### config.mk
export PLATFORM = sky130hd
export DESIGN_NAME = id_ex_stage_reg_flat
export DESIGN_NICKNAME = d
export VERILOG_FILES = /design/src/rtl/id_ex_if.sv /design/src/rtl/id_ex_stage_reg.sv /design/src/flat_wrapper.sv
export SDC_FILE = /design/constraint.sdc
export NUM_CORES = 1
export LEC_CHECK = 0
export CAP_MARGIN = 20
export CORE_AREA = 3 3 141 143
export DETAILED_ROUTE_END_ITERATION = 8
export DIE_AREA = 0 0 144 146
export GPL_TIMING_DRIVEN = 0
export PLACE_DENSITY = 0.66
export SYNTH_ARGS = -nofsm -noshare
export SYNTH_HDL_FRONTEND = slang
export SYNTH_SLANG_ARGS = --single-unit
### constraint.sdc
create_clock -name clk -period 4.6 [get_ports clk]
set_input_delay 0.69 -clock clk [delete_from_list [all_inputs] [get_ports clk]]
set_output_delay 0.69 -clock clk [all_outputs]
set_load 0.01 [all_outputs]
### src/rtl/id_ex_if.sv
// ID/EX stage bundle: decoded control and operand fields entering EX,
// their registered copies, hazard feedback and the bubble/flush counters.
interface id_ex_if #(
  parameter int DATA_WIDTH = 32,
  parameter int CNT_WIDTH  = 16
);
  // pipeline control from the hazard / branch logic
  logic                  stall_ctrl;
  logic                  flush;

  // decode-side fields
  logic                  id_reg_dst;
  logic                  id_alu_src;
  logic                  id_mem_to_reg;
  logic                  id_reg_write;
  logic                  id_mem_read;
  logic                  id_mem_write;
  logic                  id_branch;
  logic                  id_jump;
  logic [2:0]            id_alu_op;
  logic [DATA_WIDTH-1:0] id_pc_plus4;
  logic [DATA_WIDTH-1:0] id_read_data1;
  logic [DATA_WIDTH-1:0] id_read_data2;
  logic [DATA_WIDTH-1:0] id_sign_imm;
  logic [4:0]            id_rs;
  logic [4:0]            id_rt;
  logic [4:0]            id_rd;
  logic [4:0]            id_shamt;

  // execute-side registered fields
  logic                  ex_reg_dst;
  logic                  ex_alu_src;
  logic                  ex_mem_to_reg;
  logic                  ex_reg_write;
  logic                  ex_mem_read;
  logic                  ex_mem_write;
  logic                  ex_branch;
  logic                  ex_jump;
  logic [2:0]            ex_alu_op;
  logic [DATA_WIDTH-1:0] ex_pc_plus4;
  logic [DATA_WIDTH-1:0] ex_read_data1;
  logic [DATA_WIDTH-1:0] ex_read_data2;
  logic [DATA_WIDTH-1:0] ex_sign_imm;
  logic [4:0]            ex_rs;
  logic [4:0]            ex_rt;
  logic [4:0]            ex_rd;
  logic [4:0]            ex_shamt;
  logic                  ex_valid;

  // hazard feedback and debug counters
  logic                  lw_detected;
  logic [4:0]            ID_EX_rt;
  logic [CNT_WIDTH-1:0]  bubble_cnt;
  logic [CNT_WIDTH-1:0]  flush_cnt;

  // decode / hazard side
  modport master (
    output stall_ctrl, flush,
    output id_reg_dst, id_alu_src, id_mem_to_reg, id_reg_write,
    output id_mem_read, id_mem_write, id_branch, id_jump, id_alu_op,
    output id_pc_plus4, id_read_data1, id_read_data2, id_sign_imm,
    output id_rs, id_rt, id_rd, id_shamt,
    input  ex_reg_dst, ex_alu_src, ex_mem_to_reg, ex_reg_write,
    input  ex_mem_read, ex_mem_write, ex_branch, ex_jump, ex_alu_op,
    input  ex_pc_plus4, ex_read_data1, ex_read_data2, ex_sign_imm,
    input  ex_rs, ex_rt, ex_rd, ex_shamt, ex_valid,
    input  lw_detected, ID_EX_rt, bubble_cnt, flush_cnt
  );

  // the pipeline register itself
  modport slave (
    input  stall_ctrl, flush,
    input  id_reg_dst, id_alu_src, id_mem_to_reg, id_reg_write,
    input  id_mem_read, id_mem_write, id_branch, id_jump, id_alu_op,
    input  id_pc_plus4, id_read_data1, id_read_data2, id_sign_imm,
    input  id_rs, id_rt, id_rd, id_shamt,
    output ex_reg_dst, ex_alu_src, ex_mem_to_reg, ex_reg_write,
    output ex_mem_read, ex_mem_write, ex_branch, ex_jump, ex_alu_op,
    output ex_pc_plus4, ex_read_data1, ex_read_data2, ex_sign_imm,
    output ex_rs, ex_rt, ex_rd, ex_shamt, ex_valid,
    output lw_detected, ID_EX_rt, bubble_cnt, flush_cnt
  );
endinterface

### src/rtl/id_ex_stage_reg.sv
// ID/EX pipeline register. Loads decode fields every edge; a flush or a
// stall request turns the slot into a bubble by clearing all control bits
// while datapath and register indices still follow decode. Keeps
// saturating bubble/flush counters for performance debug.
module id_ex_stage_reg #(
  parameter int DATA_WIDTH = 32,
  parameter int CNT_WIDTH  = 16
) (
  input  logic   clk,
  input  logic   reset,      // asynchronous, active low
  id_ex_if.slave bus
);

  typedef enum logic [1:0] {
    ACT_LOAD,
    ACT_BUBBLE,
    ACT_FLUSH
  } act_e;

  localparam int CTRL_W = 11;
  localparam logic [CNT_WIDTH-1:0] CNT_MAX = '1;

  act_e                  act;
  logic [CTRL_W-1:0]     id_ctrl;
  logic [CTRL_W-1:0]     ctrl_q, ctrl_d;
  logic                  valid_q, valid_d;
  logic [DATA_WIDTH-1:0] pc_plus4_q, pc_plus4_d;
  logic [DATA_WIDTH-1:0] read_data1_q, read_data1_d;
  logic [DATA_WIDTH-1:0] read_data2_q, read_data2_d;
  logic [DATA_WIDTH-1:0] sign_imm_q, sign_imm_d;
  logic [4:0]            rs_q, rs_d;
  logic [4:0]            rt_q, rt_d;
  logic [4:0]            rd_q, rd_d;
  logic [4:0]            shamt_q, shamt_d;
  logic [CNT_WIDTH-1:0]  bubble_cnt_q, bubble_cnt_d;
  logic [CNT_WIDTH-1:0]  flush_cnt_q, flush_cnt_d;

  // Control bits bundled so a bubble can clear them in one place.
  assign id_ctrl = {bus.id_reg_dst, bus.id_alu_src, bus.id_mem_to_reg,
                    bus.id_reg_write, bus.id_mem_read, bus.id_mem_write,
                    bus.id_branch, bus.id_jump, bus.id_alu_op};

  // Per-cycle action: flush outranks the stall request.
  always_comb begin
    act = ACT_LOAD;
    if (bus.flush)            act = ACT_FLUSH;
    else if (!bus.stall_ctrl) act = ACT_BUBBLE;
  end

  // Next-state: datapath always follows decode, control only on LOAD.
  always_comb begin
    ctrl_d       = '0;
    valid_d      = 1'b0;
    pc_plus4_d   = bus.id_pc_plus4;
    read_data1_d = bus.id_read_data1;
    read_data2_d = bus.id_read_data2;
    sign_imm_d   = bus.id_sign_imm;
    rs_d         = bus.id_rs;
    rt_d         = bus.id_rt;
    rd_d         = bus.id_rd;
    shamt_d      = bus.id_shamt;
    bubble_cnt_d = bubble_cnt_q;
    flush_cnt_d  = flush_cnt_q;
    case (act)
      ACT_LOAD: begin
        ctrl_d  = id_ctrl;
        valid_d = 1'b1;
      end
      ACT_BUBBLE: begin
        if (bubble_cnt_q != CNT_MAX) bubble_cnt_d = bubble_cnt_q + 1'b1;
      end
      ACT_FLUSH: begin
        if (flush_cnt_q != CNT_MAX) flush_cnt_d = flush_cnt_q + 1'b1;
      end
      default: begin
        ctrl_d  = '0;
        valid_d = 1'b0;
      end
    endcase
  end

  // Stage register with asynchronous clear.
  always_ff @(posedge clk or negedge reset) begin
    if (!reset) begin
      ctrl_q       <= '0;
      valid_q      <= 1'b0;
      pc_plus4_q   <= '0;
      read_data1_q <= '0;
      read_data2_q <= '0;
      sign_imm_q   <= '0;
      rs_q         <= '0;
      rt_q         <= '0;
      rd_q         <= '0;
      shamt_q      <= '0;
      bubble_cnt_q <= '0;
      flush_cnt_q  <= '0;
    end else begin
      ctrl_q       <= ctrl_d;
      valid_q      <= valid_d;
      pc_plus4_q   <= pc_plus4_d;
      read_data1_q <= read_data1_d;
      read_data2_q <= read_data2_d;
      sign_imm_q   <= sign_imm_d;
      rs_q         <= rs_d;
      rt_q         <= rt_d;
      rd_q         <= rd_d;
      shamt_q      <= shamt_d;
      bubble_cnt_q <= bubble_cnt_d;
      flush_cnt_q  <= flush_cnt_d;
    end
  end

  assign {bus.ex_reg_dst, bus.ex_alu_src, bus.ex_mem_to_reg,
          bus.ex_reg_write, bus.ex_mem_read, bus.ex_mem_write,
          bus.ex_branch, bus.ex_jump, bus.ex_alu_op} = ctrl_q;

  assign bus.ex_valid      = valid_q;
  assign bus.ex_pc_plus4   = pc_plus4_q;
  assign bus.ex_read_data1 = read_data1_q;
  assign bus.ex_read_data2 = read_data2_q;
  assign bus.ex_sign_imm   = sign_imm_q;
  assign bus.ex_rs         = rs_q;
  assign bus.ex_rt         = rt_q;
  assign bus.ex_rd         = rd_q;
  assign bus.ex_shamt      = shamt_q;
  assign bus.bubble_cnt    = bubble_cnt_q;
  assign bus.flush_cnt     = flush_cnt_q;

  // Hazard feedback comes only from registered state, keeping the
  // hazard unit free of a combinational loop through this stage.
  assign bus.lw_detected   = valid_q & ctrl_q[6];
  assign bus.ID_EX_rt      = rt_q;

endmodule

### src/flat_wrapper.sv
// flat-port wrapper written by rule: the top's interface ports become plain ports
module id_ex_stage_reg_flat 
#(
  parameter int DATA_WIDTH = 32,
  parameter int CNT_WIDTH  = 16
)
  (clk, reset, bus_stall_ctrl, bus_flush, bus_id_reg_dst, bus_id_alu_src, bus_id_mem_to_reg, bus_id_reg_write, bus_id_mem_read, bus_id_mem_write, bus_id_branch, bus_id_jump, bus_id_alu_op, bus_id_pc_plus4, bus_id_read_data1, bus_id_read_data2, bus_id_sign_imm, bus_id_rs, bus_id_rt, bus_id_rd, bus_id_shamt, bus_ex_reg_dst, bus_ex_alu_src, bus_ex_mem_to_reg, bus_ex_reg_write, bus_ex_mem_read, bus_ex_mem_write, bus_ex_branch, bus_ex_jump, bus_ex_alu_op, bus_ex_pc_plus4, bus_ex_read_data1, bus_ex_read_data2, bus_ex_sign_imm, bus_ex_rs, bus_ex_rt, bus_ex_rd, bus_ex_shamt, bus_ex_valid, bus_lw_detected, bus_ID_EX_rt, bus_bubble_cnt, bus_flush_cnt);
  id_ex_if #(.DATA_WIDTH(DATA_WIDTH), .CNT_WIDTH(CNT_WIDTH)) bus_i ();
  input  logic clk;
  input  logic reset;
  input wire logic [$bits(bus_i.stall_ctrl)-1:0] bus_stall_ctrl;
  input wire logic [$bits(bus_i.flush)-1:0] bus_flush;
  input wire logic [$bits(bus_i.id_reg_dst)-1:0] bus_id_reg_dst;
  input wire logic [$bits(bus_i.id_alu_src)-1:0] bus_id_alu_src;
  input wire logic [$bits(bus_i.id_mem_to_reg)-1:0] bus_id_mem_to_reg;
  input wire logic [$bits(bus_i.id_reg_write)-1:0] bus_id_reg_write;
  input wire logic [$bits(bus_i.id_mem_read)-1:0] bus_id_mem_read;
  input wire logic [$bits(bus_i.id_mem_write)-1:0] bus_id_mem_write;
  input wire logic [$bits(bus_i.id_branch)-1:0] bus_id_branch;
  input wire logic [$bits(bus_i.id_jump)-1:0] bus_id_jump;
  input wire logic [$bits(bus_i.id_alu_op)-1:0] bus_id_alu_op;
  input wire logic [$bits(bus_i.id_pc_plus4)-1:0] bus_id_pc_plus4;
  input wire logic [$bits(bus_i.id_read_data1)-1:0] bus_id_read_data1;
  input wire logic [$bits(bus_i.id_read_data2)-1:0] bus_id_read_data2;
  input wire logic [$bits(bus_i.id_sign_imm)-1:0] bus_id_sign_imm;
  input wire logic [$bits(bus_i.id_rs)-1:0] bus_id_rs;
  input wire logic [$bits(bus_i.id_rt)-1:0] bus_id_rt;
  input wire logic [$bits(bus_i.id_rd)-1:0] bus_id_rd;
  input wire logic [$bits(bus_i.id_shamt)-1:0] bus_id_shamt;
  output wire logic [$bits(bus_i.ex_reg_dst)-1:0] bus_ex_reg_dst;
  output wire logic [$bits(bus_i.ex_alu_src)-1:0] bus_ex_alu_src;
  output wire logic [$bits(bus_i.ex_mem_to_reg)-1:0] bus_ex_mem_to_reg;
  output wire logic [$bits(bus_i.ex_reg_write)-1:0] bus_ex_reg_write;
  output wire logic [$bits(bus_i.ex_mem_read)-1:0] bus_ex_mem_read;
  output wire logic [$bits(bus_i.ex_mem_write)-1:0] bus_ex_mem_write;
  output wire logic [$bits(bus_i.ex_branch)-1:0] bus_ex_branch;
  output wire logic [$bits(bus_i.ex_jump)-1:0] bus_ex_jump;
  output wire logic [$bits(bus_i.ex_alu_op)-1:0] bus_ex_alu_op;
  output wire logic [$bits(bus_i.ex_pc_plus4)-1:0] bus_ex_pc_plus4;
  output wire logic [$bits(bus_i.ex_read_data1)-1:0] bus_ex_read_data1;
  output wire logic [$bits(bus_i.ex_read_data2)-1:0] bus_ex_read_data2;
  output wire logic [$bits(bus_i.ex_sign_imm)-1:0] bus_ex_sign_imm;
  output wire logic [$bits(bus_i.ex_rs)-1:0] bus_ex_rs;
  output wire logic [$bits(bus_i.ex_rt)-1:0] bus_ex_rt;
  output wire logic [$bits(bus_i.ex_rd)-1:0] bus_ex_rd;
  output wire logic [$bits(bus_i.ex_shamt)-1:0] bus_ex_shamt;
  output wire logic [$bits(bus_i.ex_valid)-1:0] bus_ex_valid;
  output wire logic [$bits(bus_i.lw_detected)-1:0] bus_lw_detected;
  output wire logic [$bits(bus_i.ID_EX_rt)-1:0] bus_ID_EX_rt;
  output wire logic [$bits(bus_i.bubble_cnt)-1:0] bus_bubble_cnt;
  output wire logic [$bits(bus_i.flush_cnt)-1:0] bus_flush_cnt;
  assign bus_i.stall_ctrl = bus_stall_ctrl;
  assign bus_i.flush = bus_flush;
  assign bus_i.id_reg_dst = bus_id_reg_dst;
  assign bus_i.id_alu_src = bus_id_alu_src;
  assign bus_i.id_mem_to_reg = bus_id_mem_to_reg;
  assign bus_i.id_reg_write = bus_id_reg_write;
  assign bus_i.id_mem_read = bus_id_mem_read;
  assign bus_i.id_mem_write = bus_id_mem_write;
  assign bus_i.id_branch = bus_id_branch;
  assign bus_i.id_jump = bus_id_jump;
  assign bus_i.id_alu_op = bus_id_alu_op;
  assign bus_i.id_pc_plus4 = bus_id_pc_plus4;
  assign bus_i.id_read_data1 = bus_id_read_data1;
  assign bus_i.id_read_data2 = bus_id_read_data2;
  assign bus_i.id_sign_imm = bus_id_sign_imm;
  assign bus_i.id_rs = bus_id_rs;
  assign bus_i.id_rt = bus_id_rt;
  assign bus_i.id_rd = bus_id_rd;
  assign bus_i.id_shamt = bus_id_shamt;
  assign bus_ex_reg_dst = bus_i.ex_reg_dst;
  assign bus_ex_alu_src = bus_i.ex_alu_src;
  assign bus_ex_mem_to_reg = bus_i.ex_mem_to_reg;
  assign bus_ex_reg_write = bus_i.ex_reg_write;
  assign bus_ex_mem_read = bus_i.ex_mem_read;
  assign bus_ex_mem_write = bus_i.ex_mem_write;
  assign bus_ex_branch = bus_i.ex_branch;
  assign bus_ex_jump = bus_i.ex_jump;
  assign bus_ex_alu_op = bus_i.ex_alu_op;
  assign bus_ex_pc_plus4 = bus_i.ex_pc_plus4;
  assign bus_ex_read_data1 = bus_i.ex_read_data1;
  assign bus_ex_read_data2 = bus_i.ex_read_data2;
  assign bus_ex_sign_imm = bus_i.ex_sign_imm;
  assign bus_ex_rs = bus_i.ex_rs;
  assign bus_ex_rt = bus_i.ex_rt;
  assign bus_ex_rd = bus_i.ex_rd;
  assign bus_ex_shamt = bus_i.ex_shamt;
  assign bus_ex_valid = bus_i.ex_valid;
  assign bus_lw_detected = bus_i.lw_detected;
  assign bus_ID_EX_rt = bus_i.ID_EX_rt;
  assign bus_bubble_cnt = bus_i.bubble_cnt;
  assign bus_flush_cnt = bus_i.flush_cnt;
  id_ex_stage_reg #(.DATA_WIDTH(DATA_WIDTH), .CNT_WIDTH(CNT_WIDTH)) u_core (.clk(clk), .reset(reset), .bus(bus_i));
endmodule
# Yosys cells after proc, flatten, opt, wreduce, memory -nomap -nowiden
# Index checks and enable logic that the tools add are counted.
op_classes:
  mux: 4
  reduce_logical: 3
  addsub: 2
  bitwise_logic: 1
  n_eq_ne: 4
op_table:
  columns: ["op", "n"]
  rows:
  - ["$add A16 B1 Y16 const B", 2]
  - ["$ne A16 B16 Y1 const B", 2]
  - ["$mux W11", 1]
  - ["$reduce_and A2 Y1", 2]
  - ["$eq A2 B1 Y1 const B", 1]
  - ["$eq A2 B2 Y1 const B", 1]
  - ["$logic_not A2 Y1", 1]
  - ["$mux W1", 2]
  - ["$mux W2", 1]
  - ["$and A1 B1 Y1", 1]
totals:
  register_bits: 192
  input_bits: 163
  out_inout_bits: 198
  elab_cells: 26

# Depth between registers and ports, before layout
# Gate-level depths: netlist of run 1.
logic_depth:
  ltp_word: 4
  depth_mapped: 6
  mapped_depth_nobuf: 5

# Least setup slack after synthesis of run 1
# No wires, ideal clock.
synth_timing:
  kind: "input to register"
  startpoint: "input port bus_stall_ctrl"
  endpoint: "register u_core.bubble_cnt_q[1] (netlist: u_core.bus.bubble_cnt[1])"
  cell_stages: 3
  arrival_ns: 1.694
  n_path_buf: 0
  required_ns: 4.475
  path_slack_ns: 2.781
  path_cell_list: "or2_2 -> a41oi_2 -> mux2_2"
synth_via:
  elab_chain_cells: 4
synth_lines:
  columns: ["item", "line_no", "text"]
  rows:
  - ["start: declaration", "flat_wrapper.sv:11", "input wire logic [$bits(bus_i.stall_ctrl)-1:0] bus_stall_ctrl;"]
  - ["$mux W1", "id_ex_stage_reg.sv:47", "else if (!bus.stall_ctrl) act = ACT_BUBBLE;"]
  - ["$mux W2", "id_ex_stage_reg.sv:46", "if (bus.flush) act = ACT_FLUSH;"]
  - ["$eq A2 B1 Y1", "id_ex_stage_reg.sv:64", "case (act)"]
  - ["$reduce_and A2 Y1 (no line)", null, null]
  - ["end signal: assignment", "id_ex_stage_reg.sv:108", "bubble_cnt_q <= bubble_cnt_d;"]
  - ["end: declaration", "id_ex_stage_reg.sv:35", "logic [CNT_WIDTH-1:0] bubble_cnt_q, bubble_cnt_d;"]
# Every way passes these cells.
# A chain may end at the register's enable or synchronous reset.

# Worst setup path in the final report of run 1
layout_timing:
  startpoint: "register u_core.flush_cnt_q[4] (netlist: u_core.bus.flush_cnt[4])"
  endpoint: "output port bus_flush_cnt[4]"
layout_rtl:
  columns: ["item", "line_no", "text"]
  rows:
  - ["start: declaration", "id_ex_stage_reg.sv:36", "logic [CNT_WIDTH-1:0] flush_cnt_q, flush_cnt_d;"]
  - ["start signal: assignment", "id_ex_stage_reg.sv:109", "flush_cnt_q <= flush_cnt_d;"]
  - ["end: declaration", "flat_wrapper.sv:51", "output wire logic [$bits(bus_i.flush_cnt)-1:0] bus_flush_cnt;"]
# No word-level cell between the ends.

==> out/qor.csv, run 1 <==
metric,value,unit
total leakage power,4.33,nW
reg-to-reg startpoint,u_core.bus.flush_cnt[0]$_DFFE_PN0P_,
async set-reset flop share out of synthesis,100,%
drt pass-1 iters,5,
Max VDD drop,291,uV
CP required,3.91,ns
share of layout cells above drive strength 1,6.98,%
htree depth,4,
achievable frequency,456,MHz
row cnt,50,
Worst-Margin Slew,0.587,ns
number of enable flip-flop cells after synthesis,0,
Routed Wire Length,17600,um
DR vias/cell,4.25,
Max-cap violations,0,
Reg area,4800,sq um
Slew HR,60.9,%
crit path time final,2.19,ns
CTS tree,done,
"Buf+Inv Stages, Crit Path",1,
vias post-DR,4056,
total grt overflow,0,
Area Overhead vs Synth,79.5,%
Crit path max-delay family,buffers and inverters,
Levels on crit path,1,
#FFs+latches synth,192,
status,"finished, final reports clean",
drt first-iter violations,97,
All-Layer GR Usage,16.6,%
"CTS clk-pin slew, worst paths",0.07,ns
r2r endpoint,u_core.bus.flush_cnt[1]$_DFFE_PN0P_,
fillcell total,1514,
RSZ-0062 raised after global routing,no,
number of port buffers,360,
CP arrival,1.50,ns
"Clk Latency, worst-skew pair",0.42,ns
footprint of the multi-input gates,846,sq um
overall power,4.01,mW
CP Capture Type,output port,
Post-Layout Inst Area,10200,sq um
Routed Antenna Nets,0,
Syn Inst Count,323,
placed insts,918,
FF-to-FF setup slack,2.76,ns
Num CTS Buffers,17,
Synth top area share,84.2,%
Fin Clk Skew,0.00921,ns
crit path cell chain,clkdlybuf4s50_1,
crit-path max FO,7,
Final Non-Filler Cells,954,
global placer's final weighted congestion,0.835,
Root Buffer,clkbuf_16,
power per cell area,392,nW/um^2
Unique masters post-synth,35,
Sink Count,192,
CP startpoint,u_core.bus.flush_cnt[4]$_DFFE_PN0P_,
post-CTS sizing,0,
# IOs,361,
Die Span Y,146,um
largest net degree at the start of global routing,119,
Syn Std Cell Area,5700,sq um
DIE AREA,21000,sq um
Clock Tree Buf Depth,2,
initial antenna violation count,4,
residual DRC count,0,
"Net Count, Synth",488,
max-slew violations,0,
chip width,144,um
total setup buffers inserted after CTS,0,
Core Area,18700,sq um
final hold vios,0,
post-synth top area cell,dfrtp_1,
"top cells by count, synth","dfrtp_1, xnor2_1, and2_1, nand2_1, nand3_1",
"Seq/Total Area, Yosys",84.2,%
Final Setup Violations,0,
Main synth FF type,dfrtp_1,
CP Launch Type,flop,
Initial Util,30.5,%
cells taking the most area after synthesis,"dfrtp_1, xnor2_1, and2_1, xor2_1, nand4_1",
hold_buf cts,0,
Crit Path Class,reg2out,
Avg Inst Size Synth,17.7,sq um
fin nets,868,
Hold Crit Class,in2async,
slowest cell delay on critical path,0.60,ns
global-route wire length before repair,26000,um
DP Area,9630,sq um
per-cell routed wire length,18.5,um
vias in the first global route,4372,
most frequent cell after synthesis,dfrtp_1,
r2r worst-path depth,5,
worst setup path end,bus_flush_cnt[4],
Yosys warnings,0,
final worst-path cycle share,47.6,%
DP HPWL,14100,um
"Slowest-stage cell, CP",clkdlybuf4s50_1,
[kinds of logic after synthesis]
family / Yosys count / synth area share, %
adders and majority gates: 2 / 0.439
muxes: 3 / 0.592
AOI/OAI and AO/OA: 13 / 1.82
xor gates and xnor gates: 24 / 3.69
DFF: 192 / 84.2
buffers and inverters: 9 / 0.921
and+or+nand+nor: 80 / 8.29
[final cells by class]
type                            instances  area share (%)
Sequential cell                       192            46.9
Timing Repair Buffer                  361            35.5
Multi-Input combinational cell        122            8.26
Clock buffer                           18            4.19
Tap cell                              234            2.86
Clock inverter                         14            1.63
Buffer                                  8           0.477
Antenna cell                            4          0.0978
Inverter                                1          0.0367
[state kept, by name, summed over array words and instances, names as in the netlist]
register                  cells
u_core.bus.bubble_cnt        16
u_core.bus.flush_cnt         16
u_core.bus.ex_shamt           5
u_core.bus.ex_read_data2     32
u_core.bus.ID_EX_rt           5
u_core.bus.ex_pc_plus4       32
u_core.bus.ex_rs              5
u_core.bus.ex_rd              5
u_core.bus.ex_valid           1
u_core.bus.ex_read_data1     32
u_core.bus.ex_sign_imm       32
u_core.ctrl_q                11
[where the power goes]
group | internal [mW] | switching, mW
sequential | 1.81 | 0.106
clock | 0.778 | 0.685
combinational | 0.399 | 0.232
total | 2.99 | 1.02
[through the flow]
step / setup TNS, ns / worst slack (ns) / util, % / hold WS (ns)
after detailed placement: 0 / 2.05 / 51.5 / 0.507
after global routing: 0 / 2.31 / 54.7 / 0.242
after CTS: 0 / 2.37 / 54.7 / 0.229
after floorplan: 0 / 2.78 / - / 0.394
after global placement: -909.10 / -4.76 / 51.3 / 0.477
final: 0 / 2.41 / 54.7 / 0.224
[metal layers]
| layer | vias up | global-route usage [%] | routed length [um] |
|---|---|---|---|
| met4 | 0 | 7.49 | 332 |
| met1 | 1993 | 18.0 | 6260 |
| met3 | 21 | 6.15 | 1510 |
| li1 | 1839 | - | - |
| met5 | - | 0 | 0 |
| met2 | 203 | 28.6 | 9540 |
[placed cells by master, fill, tap and decap left out, types with 2 or more instances in the layout]
cell	instances
nor2b_1	2
clkdlybuf4s50_1	359
nor2_1	6
or4_4	2
buf_4	5
diode_2	4
xor2_1	8
nand4_1	11
clkinvlp_4	2
dfrtp_1	192
and2_1	14
ha_1	2
inv_6	3
inv_8	4
nand3_1	12
clkinv_4	2
a21oi_1	4
clkinv_8	2
and4_1	4
clkbuf_1	4
mux2_2	3
clkbuf_16	17
nor3_1	4
nand2_1	12
xnor2_1	16
or2_2	2
and3_1	5
[worst min path at each step]
stage                                         startpoint                                   end  slack (ns)
global placement    u_core.bus.bubble_cnt[7]$_DFFE_PN0P_  u_core.bus.bubble_cnt[7]$_DFFE_PN0P_        0.48
floorplan                                          reset      u_core.bus.ID_EX_rt[0]$_DFF_PN0_        0.39
CTS                                                reset   u_core.bus.ex_sign_imm[7]$_DFF_PN0_        0.23
detailed placement  u_core.bus.flush_cnt[15]$_DFFE_PN0P_  u_core.bus.flush_cnt[15]$_DFFE_PN0P_        0.51
global route                                       reset  u_core.bus.flush_cnt[11]$_DFFE_PN0P_        0.24
finish                                             reset   u_core.bus.ex_sign_imm[7]$_DFF_PN0_        0.22
(Power assumes the default switching activity.)
==> inputs of run 2 (changes only) <==
--- a/config.mk
+++ b/config.mk
@@ -6,11 +6,11 @@
 export NUM_CORES = 1
 export LEC_CHECK = 0
 export CAP_MARGIN = 20
-export CORE_AREA = 3 3 141 143
+export CORE_AREA = 3 3 140 142
 export DETAILED_ROUTE_END_ITERATION = 8
-export DIE_AREA = 0 0 144 146
+export DIE_AREA = 0 0 143 145
 export GPL_TIMING_DRIVEN = 0
-export PLACE_DENSITY = 0.66
+export PLACE_DENSITY = 0.7
 export SYNTH_ARGS = -nofsm -noshare
 export SYNTH_HDL_FRONTEND = slang
 export SYNTH_SLANG_ARGS = --single-unit
==> constraint.sdc (replaced) <==
create_clock -name clk -period 1.8 [get_ports clk]
set_input_delay 0.27 -clock clk [delete_from_list [all_inputs] [get_ports clk]]
set_output_delay 0.27 -clock clk [all_outputs]
set_load 0.01 [all_outputs]
==> run 2 against run 1 <==
Against the previous run:
- register-to-register slack lost 2.7 ns
- die area shrank 1.4%
- critical endpoint is now bus_lw_detected
- largest power group unchanged
- highest routed layer is now met5
- final cell count grew 0.42%
==> out/qor.csv, run 2 (same netlist as run 1, synthesis figures left out) <==
metric,value,unit,change
final hold vios,0,,unchanged
# IOs,361,,unchanged
overall power,10.4,mW,+160%
drt first-iter violations,184,,+90%
Die Span Y,145,um,-0.68%
vias post-DR,4060,,+0.099%
post-layout util,55.5,%,+0.77 points
Fin Clk Skew,0.0119,ns,+0.00269 ns
Worst-Margin Slew,0.935,ns,+0.348 ns
Num CTS Buffers,17,,unchanged
Sink Count,192,,unchanged
final worst-path cycle share,97.2,%,
max-slew violations,0,,unchanged
total leakage power,4.35,nW,+0.52%
share of layout cells above drive strength 1,9.27,%,+2.3 points
crit path time final,1.75,ns,
residual DRC count,0,,unchanged
CP arrival,1.48,ns,-0.02 ns
crit-path max FO,2,,-5
achievable frequency,572,MHz,
chip width,143,um,-0.69%
Crit Path Class,reg2out,,
number of port buffers,360,,unchanged
Routed Wire Length,18000,um,+1.8%
Initial Util,30.7,%,+0.21 points
Clock Tree Buf Depth,2,,unchanged
CP Capture Type,output port,,
power per cell area,1010,nW/um^2,+160%
RSZ-0062 raised after global routing,yes,,
All-Layer GR Usage,17.2,%,+0.56 points
drt pass-1 iters,4,,-1
CTS tree,done,,
row cnt,50,,unchanged
initial antenna violation count,2,,-2
CP Launch Type,flop,,
Core Area,18600,sq um,-0.67%
htree depth,4,,unchanged
vias in the first global route,4272,,-2.3%
Root Buffer,clkbuf_16,,
global placer's final weighted congestion,0.866,,+3.7%
DR vias/cell,4.24,,-0.32%
Max VDD drop,793,uV,+170%
per-cell routed wire length,18.7,um,+1.4%
fillcell total,1500,,-0.92%
Routed Antenna Nets,0,,unchanged
"commonest non-fill, non-tap cells in the layout","clkdlybuf4s50_1, dfrtp_1, clkbuf_16",,
Area Overhead vs Synth,80.8,%,
global-route wire length before repair,26600,um,+2.3%
status,"finished, final reports clean",,
Hold Crit Class,in2reg,,
CP required,1.53,ns,-2.38 ns
Slew HR,37.7,%,-23 points
Final Setup Violations,0,,unchanged
"CTS clk-pin slew, worst paths",0.08,ns,about the same
fin nets,875,,+0.81%
"Clk Latency, worst-skew pair",0.43,ns,about the same
total grt overflow,0,,unchanged
DP HPWL,14200,um,+0.57%
Max-cap violations,0,,unchanged
"commonest non-fill, non-tap cell in the layout",clkdlybuf4s50_1,,
largest net degree at the start of global routing,128,,+7.6%
DIE AREA,20700,sq um,-1.4%
-- run 2: power breakdown --
group          switching [mW]  total, mW  internal [mW]
registers               0.250       4.89           4.64
logic                   0.635       1.73           1.09
clock network            1.76       3.74           1.98
-- run 2: critical path, stage by stage, from the launching register on --
cell and delay (ns):
dfrtp_1 0.38, and2_1 0.13, clkdlybuf4s50_1 0.55
-- run 2: layout make-up --
class | instances | area [sq um] | share of cell area [%]
Inverter | 1 | 3.75 | 0.0364
Multi-Input combinational cell | 122 | 867 | 8.41
Clock inverter | 14 | 163 | 1.58
Sequential cell | 192 | 4810 | 46.7
Clock buffer | 18 | 429 | 4.16
Tap cell | 234 | 293 | 2.84
Timing Repair Buffer | 368 | 3690 | 35.8
Antenna cell | 1 | 2.50 | 0.0243
Buffer | 8 | 48.8 | 0.473
-- run 2: final timing paths --
path                                                             from                                     end  slack [ns]  cells after the start
worst max-delay path                       u_core.ctrl_q[6]$_DFF_PN0_                         bus_lw_detected        0.05                      2
worst min-delay path                             bus_id_read_data2[1]   u_core.bus.ex_read_data2[1]$_DFF_PN0_        0.27                      1
worst max register to register   u_core.bus.flush_cnt[13]$_DFFE_PN0P_     u_core.bus.flush_cnt[1]$_DFFE_PN0P_        0.06                      4
worst min register to register  u_core.bus.bubble_cnt[15]$_DFFE_PN0P_   u_core.bus.bubble_cnt[15]$_DFFE_PN0P_        0.50                      1
max in group asynchronous                                       reset  u_core.bus.ex_read_data2[12]$_DFF_PN0_        0.40                      3
min in group asynchronous                                       reset     u_core.bus.flush_cnt[1]$_DFFE_PN0P_        0.54                      2
-- run 2: per-stage QoR --
stage	hold slack, ns	instance area, sq um	TNS, ns	instances	setup slack [ns]
6_report	0.273	10300	0	958	0.0508
4_1_cts	0.253	10300	0	954	0.0000111
5_1_grt	0.250	10300	-0.0225	958	-0.0170
3_3_place_gp	0.485	9600	-1374.03	917	-7.16
2_1_floorplan	-0.0256	5700	0	323	0.0348
3_5_place_dp	0.454	9630	-2.67	918	-0.269
-- run 2: metal layers --
| metal | vias up | share of wire (%) | track usage [%] |
|---|---|---|---|
| li1 | 1856 | - | - |
| met1 | 1997 | 37 | 19.8 |
| met2 | 184 | 54 | 30.5 |
| met3 | 21 | 7.0 | 5.01 |
| met4 | 2 | 1.8 | 5.13 |
| met5 | - | 0.072 | 0 |
-- run 2: what timing repair did --
| item | 4_1_cts | 5_1_grt |
|---|---|---|
| hold buffers | 1 | 0 |
| hold endpoints to repair | 14 | 0 |
| pin swaps | 0 | 2 |
| gates resized for setup | 5 | 7 |
| setup buffers | 3 | 3 |
| endpoints found under the setup margin | 2 | 12 |
